[src/rtl/shake_eta_sampler.sv]
// Nibble rejection sampler between the SHAKE256 squeeze port and the
// polynomial store. It latches one XOF block and requests the next one right
// away, then scans the block one nibble per cycle. Each nibble is either
// rejected or mapped to a small coefficient in [-ETA, ETA], and accepted
// coefficients go out on a valid/ready stream until N_COEF have been sent.
//
// Ports:
//   clk, rst_n       clock, asynchronous active-low reset
//   i_start          pulse that starts a new polynomial and aborts any current run
//   o_busy           high while a polynomial is being produced
//   o_done           one-cycle pulse after the final coefficient handshake
//   o_squeeze_req    one-cycle pulse that asks the XOF for its next block
//   i_squeeze_valid  an XOF block is present on i_squeeze_data
//   i_squeeze_data   XOF block; byte k is bits [8k+7:8k]
//   o_coef_valid     o_coef / o_coef_idx hold a coefficient
//   o_coef           coefficient, two's complement
//   o_coef_idx       coefficient index 0..N_COEF-1
//   i_coef_ready     consumer accepts the coefficient on offer
module shake_eta_sampler #(
    parameter int unsigned OUTPUT_LEN_BYTES = 128,
    parameter int unsigned ETA              = 2,    // 2 or 4
    parameter int unsigned N_COEF           = 256,
    parameter int unsigned COEF_W           = 4
) (
    input  logic                          clk,
    input  logic                          rst_n,
    input  logic                          i_start,
    output logic                          o_busy,
    output logic                          o_done,
    output logic                          o_squeeze_req,
    input  logic                          i_squeeze_valid,
    input  logic [OUTPUT_LEN_BYTES*8-1:0] i_squeeze_data,
    output logic                          o_coef_valid,
    output logic [COEF_W-1:0]             o_coef,
    output logic [7:0]                    o_coef_idx,
    input  logic                          i_coef_ready
);

    localparam int unsigned BLK_W = OUTPUT_LEN_BYTES * 8;
    localparam int unsigned N_NIB = 2 * OUTPUT_LEN_BYTES;
    localparam int unsigned PTR_W = $clog2(N_NIB);
    localparam int unsigned CNT_W = $clog2(N_COEF + 1);

    typedef enum logic [1:0] {
        IDLE     = 2'd0,
        WAIT_BLK = 2'd1,
        SCAN     = 2'd2,
        DRAIN    = 2'd3
    } state_e;

    state_e              state_q;
    logic [BLK_W-1:0]    buf_q;
    logic [PTR_W-1:0]    ptr_q;
    logic [CNT_W-1:0]    cnt_q;
    logic                busy_q;
    logic                done_q;
    logic                req_q;
    logic                valid_q;
    logic [COEF_W-1:0]   coef_q;
    logic [7:0]          idx_q;

    logic                hs_c;
    logic                adv_c;
    logic                last_nib_c;
    logic                last_coef_c;
    logic [3:0]          nib_c;
    logic [3:0]          mod5_c;
    logic                nib_ok_c;
    logic [COEF_W-1:0]   nib_coef_c;

    // Handshake / advance qualifiers for the current cycle.
    assign hs_c        = valid_q && i_coef_ready;
    assign adv_c       = !valid_q || i_coef_ready;
    assign last_nib_c  = (ptr_q == PTR_W'(N_NIB - 1));
    assign last_coef_c = (cnt_q == CNT_W'(N_COEF - 1));

    // The buffer shifts right as it is scanned, so the current nibble is
    // always in the low four bits and no wide nibble mux is needed.
    always_comb begin
        nib_c      = buf_q[3:0];
        mod5_c     = nib_c - ((nib_c >= 4'd5)  ? 4'd5 : 4'd0)
                           - ((nib_c >= 4'd10) ? 4'd5 : 4'd0);
        nib_ok_c   = 1'b0;
        nib_coef_c = '0;
        if (ETA == 4) begin
            nib_ok_c   = (nib_c < 4'd9);
            nib_coef_c = COEF_W'(ETA) - COEF_W'(nib_c);
        end else begin
            nib_ok_c   = (nib_c < 4'd15);
            nib_coef_c = COEF_W'(ETA) - COEF_W'(mod5_c);
        end
    end

    // Control FSM with registered outputs; i_start overrides every state.
    always_ff @(posedge clk or negedge rst_n) begin
        if (!rst_n) begin
            state_q <= IDLE;
            buf_q   <= '0;
            ptr_q   <= '0;
            cnt_q   <= '0;
            busy_q  <= 1'b0;
            done_q  <= 1'b0;
            req_q   <= 1'b0;
            valid_q <= 1'b0;
            coef_q  <= '0;
            idx_q   <= '0;
        end else begin
            done_q <= 1'b0;
            req_q  <= 1'b0;
            if (i_start) begin
                state_q <= WAIT_BLK;
                busy_q  <= 1'b1;
                cnt_q   <= '0;
                ptr_q   <= '0;
                valid_q <= 1'b0;
            end else begin
                case (state_q)
                    IDLE: begin
                    end
                    WAIT_BLK: begin
                        // A coefficient accepted on the last nibble may still be on offer.
                        if (hs_c) valid_q <= 1'b0;
                        if (i_squeeze_valid) begin
                            buf_q   <= i_squeeze_data;
                            ptr_q   <= '0;
                            req_q   <= 1'b1;
                            state_q <= SCAN;
                        end
                    end
                    SCAN: begin
                        if (adv_c) begin
                            buf_q <= buf_q >> 4;
                            ptr_q <= ptr_q + PTR_W'(1);
                            if (nib_ok_c) begin
                                coef_q  <= nib_coef_c;
                                idx_q   <= 8'(cnt_q);
                                valid_q <= 1'b1;
                                cnt_q   <= cnt_q + CNT_W'(1);
                                if (last_coef_c)     state_q <= DRAIN;
                                else if (last_nib_c) state_q <= WAIT_BLK;
                            end else begin
                                if (hs_c)       valid_q <= 1'b0;
                                if (last_nib_c) state_q <= WAIT_BLK;
                            end
                        end
                    end
                    DRAIN: begin
                        if (hs_c) begin
                            valid_q <= 1'b0;
                            done_q  <= 1'b1;
                            busy_q  <= 1'b0;
                            state_q <= IDLE;
                        end
                    end
                    default: state_q <= IDLE;
                endcase
            end
        end
    end

    assign o_busy        = busy_q;
    assign o_done        = done_q;
    assign o_squeeze_req = req_q;
    assign o_coef_valid  = valid_q;
    assign o_coef        = coef_q;
    assign o_coef_idx    = idx_q;

endmodule

[config.mk]
export PLATFORM = sky130hd
export DESIGN_NAME = shake_eta_sampler
export DESIGN_NICKNAME = d
export VERILOG_FILES = /design/src/rtl/shake_eta_sampler.sv
export SDC_FILE = /design/constraint.sdc
export NUM_CORES = 2
export LEC_CHECK = 0
export ABC_AREA = 0
export CORE_AREA = 3 3 403 405
export DETAILED_ROUTE_END_ITERATION = 10
export DIE_AREA = 0 0 406 408
export PLACE_DENSITY = 0.62
export SYNTH_ARGS = -nofsm -noshare
export SYNTH_HDL_FRONTEND = slang
export SYNTH_SLANG_ARGS = --single-unit
[constraint.sdc]
create_clock -name clk -period 2.1 [get_ports clk]
set_input_delay 0.63 -clock clk [delete_from_list [all_inputs] [get_ports clk]]
set_output_delay 0.63 -clock clk [all_outputs]
set_load 0.05 [all_outputs]
# Yosys cells after proc, flatten, opt, wreduce, memory -nomap -nowiden
# Cells that the tools add are included.
dict set report classes {
  n_bitwise 1
  n_reduce_logical 20
  n_eq_ne 10
  mux 35
  div_mod_pow 0
  mul 0
  shift 0
  n_lt_le_gt_ge 3
  add_sub_neg 5
}
# operator n
set ops {}
lappend ops {{$mux W1024} 2}
lappend ops {{$pmux W1024 S2} 1}
lappend ops {{$mux W9} 4}
lappend ops {{$mux W8} 3}
lappend ops {{$pmux W8 S2} 1}
lappend ops {{$mux W2} 7}
lappend ops {{$mux W1} 13}
lappend ops {{$reduce_and A4 Y1} 3}
lappend ops {{$reduce_bool A2 Y1} 6}
lappend ops {{$add A9 B1 Y9 const B} 1}
lappend ops {{$eq A9 B8 Y1 const B} 1}
lappend ops {{$ne A3 B3 Y1 const B} 3}
lappend ops {{$add A8 B1 Y8 const B} 1}
lappend ops {{$eq A8 B8 Y1 const B} 1}
lappend ops {{$sub A4 B3 Y4} 2}
lappend ops {{$mux W3} 2}
lappend ops {{$pmux W2 S3} 1}
lappend ops {{$reduce_and A3 Y1} 2}
lappend ops {{$reduce_bool A3 Y1} 2}
lappend ops {{$eq A2 B2 Y1 const B} 2}
lappend ops {{$ge A4 B3 Y1 const B} 1}
lappend ops {{$ge A4 B4 Y1 const B} 1}
lappend ops {{$lt A4 B4 Y1 const B} 1}
lappend ops {{$ne A2 B2 Y1 const B} 2}
lappend ops {{other kinds (10)} 11}
dict set report totals {
  romBits 0
  latchBits 0
  elab_cells 84
  mem_bits_rw 0
  memories 0
  register_bits 1059
  input_bits 1029
  out_inout_bits 16
}

# Depth between registers and ports, before layout
dict set report logic_depth {
  depth_word 7
  mapped_depth 13
  ltp_nobuf 9
}

# Worst setup path after synthesis
# Ideal clock, no wire load.
dict set report synth_path {
  path_kind {register to register}
  from {register state_q[0]}
  to {register buf_q[442]}
  slack_ns -0.262
  n_path_buf 7
  arrival_time_ns 2.230
  required_ns 1.968
  period_less_slack_ns 2.362
  path_stages_with_launch 14
  setup_time_ns 0.132
  cell_sequence {dfrtp_1 inv_1 ha_1 buf_2 and3b_1 or4_1 buf_2 buf_6 buf_6 buf_6 buf_6 buf_6 nand2_1 o21ai_1}
}
dict set report synth_via {
  elab_chain_cells 3
  word_cells_on_any_way 7
  classes_between {eq/ne: 4; mux: 1; reduce/logical: 2}
}
# element line
set synth_rtl {}
lappend synth_rtl {{start, declared} 51} ;# state_e state_q;
lappend synth_rtl {{start signal, assigned} 97} ;# state_q <= IDLE;
lappend synth_rtl {{start signal, assigned} 111} ;# state_q <= WAIT_BLK;
lappend synth_rtl {{start signal, assigned} 127} ;# state_q <= SCAN;
lappend synth_rtl {{$eq A2 B2 Y1 / $eq A2 B1 Y1 (equally long branches)} 117} ;# case (state_q)
lappend synth_rtl {{$ne A2 B2 Y1 (no line) / $reduce_bool A2 Y1 (equally long branches)} n/a}
lappend synth_rtl {{$reduce_and A4 Y1 (no line)} n/a}
lappend synth_rtl {{end signal, assigned} 124} ;# buf_q <= i_squeeze_data;
lappend synth_rtl {{end signal, assigned} 132} ;# buf_q <= buf_q >> 4;
lappend synth_rtl {{end, declared} 52} ;# logic [BLK_W-1:0] buf_q;
# Several ways; a longest one is shown, not always the timed one.
# A chain may end at the register's enable or synchronous reset.

# Final worst setup path
dict set report layout_path {
  from {register state_q[1]}
  to {register buf_q[115]}
}
# Same word-level chain as after synthesis.

==> run_summary.xml <==
<?xml version="1.0" encoding="UTF-8"?>
<metrics>
  <group name="setup_path">
    <metric name="critical-path-slowest-cell" unit="">or4_4</metric>
    <metric name="criticalPathCategory" unit="">register to register</metric>
    <metric name="regToRegSetupSlack" unit="ps">-280</metric>
    <metric name="r2r_end" unit="">buf_q[115]</metric>
    <metric name="crit_path_max_fanout" unit="">60</metric>
    <metric name="largest_stage_delay_on_the_critical_path" unit="ps">560</metric>
    <metric name="crit_buf_inv" unit="">3</metric>
    <metric name="timing.critical_path.arrival" unit="ps">2960</metric>
    <metric name="timing.critical_path.required" unit="ps">2680</metric>
    <metric name="worst_path_dominant_cell_family" unit="">simple AND/OR/NAND/NOR gates</metric>
    <metric name="reg2reg_from" unit="">state_q[1]</metric>
    <metric name="critPathLaunchType" unit="">register</metric>
    <metric name="crit_chain" unit="">inv_2 -&gt; ha_4 -&gt; nor2b_4 -&gt; or4_4 -&gt; buf_16 -&gt; buf_16 -&gt; nand2_1 -&gt; o21ai_0</metric>
    <metric name="critical_path.most_common_cell" unit="">buf_16</metric>
    <metric name="r2r_cells" unit="">8</metric>
    <metric name="setup.worst_path.end_class" unit="">register</metric>
  </group>
  <group name="cts">
    <metric name="cts_tree" unit="">yes</metric>
    <metric name="cts_root_buf" unit="">clkbuf_16</metric>
    <metric name="clkLatencyLatePin" unit="ps">740</metric>
    <metric name="htreeDepth" unit="">3</metric>
    <metric name="clkTransAtPathRegs" unit="ps">70</metric>
    <metric name="cts_buffers" unit="">117</metric>
    <metric name="cts_hold_repair.buffers" unit="">0</metric>
    <metric name="cts.sink_count" unit="">1059</metric>
    <metric name="cts_buffer_depth" unit="">3</metric>
  </group>
  <group name="detailed_routing">
    <metric name="postRouteWirelength" unit="µm">163400</metric>
    <metric name="num_vias" unit="">37384</metric>
    <metric name="drt_drc_violations_left" unit="">0</metric>
    <metric name="post_drt_via_cell_ratio" unit="">4.758</metric>
    <metric name="firstDrtPassIters" unit="">5</metric>
    <metric name="drt-wirelength-per-cell" unit="µm">20.80</metric>
    <metric name="detail-route-antenna-nets" unit="">0</metric>
    <metric name="drt_iter0_markers" unit="">2779</metric>
  </group>
  <group name="sta">
    <metric name="setup_repair_after_global_routing_missed_its_margin" unit="">yes</metric>
    <metric name="final_hold_viol_count" unit="">0</metric>
    <metric name="slew_violations" unit="">0</metric>
    <metric name="max-slew-margin-rel" unit="%">62.46</metric>
    <metric name="layout_min_cycle_time" unit="ps">2376</metric>
    <metric name="finalSetupTns" unit="ps">-130190</metric>
    <metric name="finalClockSkew" unit="ps">68.18</metric>
    <metric name="timing_limited_maximum_frequency" unit="MHz">420.9</metric>
    <metric name="endpoints_failing_setup" unit="">1025</metric>
    <metric name="tightest_slew" unit="ps">563.1</metric>
    <metric name="period_share" unit="%">113.1</metric>
    <metric name="worst_slack" unit="ps">-276.1</metric>
  </group>
  <group name="synthesis">
    <metric name="synth_seq_cells" unit="">1059</metric>
    <metric name="mapped_nets" unit="">5654</metric>
    <metric name="dominant_combinational_cell_family_by_area_after_synthesis" unit="">multiplexers</metric>
    <metric name="synth-simple-area-share" unit="%">8.639</metric>
    <metric name="yosysUniqueCellTypes" unit="">39</metric>
    <metric name="yosysTopAreaCellShare" unit="%">54.78</metric>
    <metric name="seq_area_frac_synth" unit="%">54.78</metric>
    <metric name="postSynthCellCount" unit="">4613</metric>
    <metric name="yosys_warnings" unit="">0</metric>
    <metric name="synth-compound-area-share" unit="%">11.10</metric>
    <metric name="muxShareOfSynthArea" unit="%">21.36</metric>
    <metric name="synthAdderAreaFrac" unit="%">0.3414</metric>
    <metric name="post-synth-top-area-cell" unit="">dfrtp_1</metric>
    <metric name="netlist_area" unit="µm²">48380</metric>
    <metric name="ys_top_cells_by_area" unit="">dfrtp_1 (55%), mux2i_1 (21%), nand2_1 (8.0%)</metric>
    <metric name="avgSynthCellArea" unit="µm²">10.49</metric>
    <metric name="synthXorXnorAreaFrac" unit="%">0.1448</metric>
  </group>
  <group name="global_routing">
    <metric name="globalRouteOverflowTotal" unit="">0</metric>
    <metric name="number_of_global_route_vias_before_repair" unit="">37987</metric>
    <metric name="globalRouteTotalUtil" unit="%">18.96</metric>
    <metric name="maximum_number_of_pins_on_one_net_before_global_route_repair" unit="">93</metric>
    <metric name="grt_first_pass_wirelength" unit="µm">239600</metric>
    <metric name="antenna_violations_before_repair" unit="">55</metric>
  </group>
  <group name="finish">
    <metric name="finish.net_count" unit="">6690</metric>
    <metric name="fillCellCount" unit="">15146</metric>
    <metric name="syn2layout_area_growth" unit="%">38.34</metric>
    <metric name="final_layout_size_suffix_gt1_share" unit="%">8.058</metric>
    <metric name="final_cell_area" unit="µm²">66920</metric>
    <metric name="final_core_utilization" unit="%">42.16</metric>
  </group>
  <group name="floorplan">
    <metric name="core_region_area" unit="µm²">158700</metric>
    <metric name="num_rows" unit="">146</metric>
    <metric name="chipHeight" unit="µm">408</metric>
    <metric name="total_die_area" unit="µm²">165600</metric>
    <metric name="io-pin-count" unit="">1045</metric>
    <metric name="start_util" unit="%">30.47</metric>
    <metric name="die-width" unit="µm">406</metric>
  </group>
  <group name="outcome">
    <metric name="failed_checks" unit="">setup timing</metric>
    <metric name="outcome" unit="">complete, but fails checks</metric>
  </group>
  <group name="power">
    <metric name="power.static_leakage" unit="nW">27.39</metric>
    <metric name="ir_drop" unit="mV">0.7598</metric>
    <metric name="power.density_cell_area" unit="nW/µm²">1264</metric>
  </group>
  <group name="placement">
    <metric name="gpl.final_weighted_congestion" unit="">0.8847</metric>
    <metric name="placed_area" unit="µm²">61770</metric>
    <metric name="hpwl" unit="µm">119700</metric>
    <metric name="worst_slack_at_placement" unit="ps">-631.9</metric>
    <metric name="port_buffers" unit="">1044</metric>
  </group>
  <group name="worst_hold_path">
    <metric name="min_path_type" unit="">input pin to async pin</metric>
  </group>
  <group name="run">
    <metric name="cap_violations" unit="">0</metric>
  </group>
</metrics>
==> timing repair <==
action,CTS,global route
gates cloned,13,11
endpoints found under the hold margin,0,0
setup buffers,7,1
gates resized for setup,58,55
pin swaps,14,6
setup endpoints to repair,1007,1029
==> Yosys cell counts, drive strengths merged <==
cell and count:
o21ai 1038, nor2b 3, a41oi 1, ha 10, a211o 1, and3 4
nand3 5, o31a 1, or3 2, or4 4, o31ai 3, a31oi 1
and4 3, nand4 7, o2bb2ai 1, fa 2, a211oi 1, dfrtp 1059
clkbuf 238, nor2 14, xnor2 6, a22o 5, mux2 9, nand2b 3
buf 107, nor3 4, nand2 1030, mux2i 1022, a21o 3, nor4 4
inv 11, a21boi 1, and3b 1, xor2 2, a21oi 6, or2 1
==> per-layer routing <==
layer,vias to the layer above,GRT usage [%],share of wire [%]
met3,249,4.752,6.4
li1,18054,-,-
met5,-,0,0.13
met1,18089,24.06,42
met4,32,5.814,2.6
met2,960,31.69,49
==> cell type report <==
type,count,area (µm²),share of cell area (%)
sequential,1059,26500,39.60
tap,2072,2592,3.874
multi-input combinational,3198,20240,30.25
clock buffer,162,3337,4.986
antenna,39,97.59,0.1458
clock inverter,54,711.9,1.064
timing repair buffer,1262,13400,20.03
inverter,11,41.29,0.06170
==> stage by stage <==
step	hold WS, ps	std cells	power [W]
after detailed placement	469.8	7570	0.06122
after global placement	459.7	7570	0.06003
final	157.1	7857	0.08460
after floorplan	334.4	4613	0.05250
after global routing	113.6	7845	0.09075
after CTS	88.99	7806	0.08460
==> placed cells by master (no fill, tap or decap), types with 10 or more instances in the layout <==
cell and n:
inv_1 10, clkbuf_8 24, buf_4 141, nand2_1 1019, o21ai_1 433, clkdlybuf4s50_1 1027, bufinv_16 11, dfrtp_1 1059
nor2_1 14, clkbuf_16 127, clkbuf_1 21, buf_16 21, clkinv_2 21, diode_2 39, buf_12 49, o21ai_0 599
mux2i_1 1021
==> worst max-delay path by stage <==
stage	cells after the start	end	startpoint	slack (ps)
6_report	8	buf_q[115]	state_q[1]	-280
4_1_cts	8	buf_q[1022]	state_q[1]	-230
2_1_floorplan	13	buf_q[542]	state_q[0]	-230
5_1_grt	8	buf_q[59]	state_q[1]	-300
3_5_place_dp	7	buf_q[1017]	i_coef_ready	-630
3_3_place_gp	7	buf_q[600]	i_coef_ready	-600
==> worst reg2reg max path, cell delays in order (launching register included) <==
cell and delay [ps]:
dfrtp_1 430, inv_2 70, ha_4 160, nor2b_4 120, or4_4 560, buf_16 210
buf_16 430, nand2_1 130, o21ai_0 90
==> logic make-up (layout without fill, tap and decap cells) <==
logic type      Yosys count  after routing
compound gates         1062           1062
simple gates           1085           1085
buf+inv                 356           1489
other cells               0             39
xor+xnor                  8              8
fa+ha+maj                12             12
flops                  1059           1059
mux                    1031           1031
==> registers in the layout (all words and copies together) (netlist names) <==
signal / count
o_coef: 4
state_q: 2
cnt_q: 9
buf_q: 1024
o_done: 1
ptr_q: 8
o_coef_idx: 8
o_busy: 1
o_squeeze_req: 1
o_coef_valid: 1
==> where the power goes <==
part	internal (W)	switching, W	total [W]
logic	0.0126	0.0148	0.0274
registers	0.0300	0.00573	0.0358
clock network	0.0125	0.00894	0.0215
(Power assumes the default switching activity.)
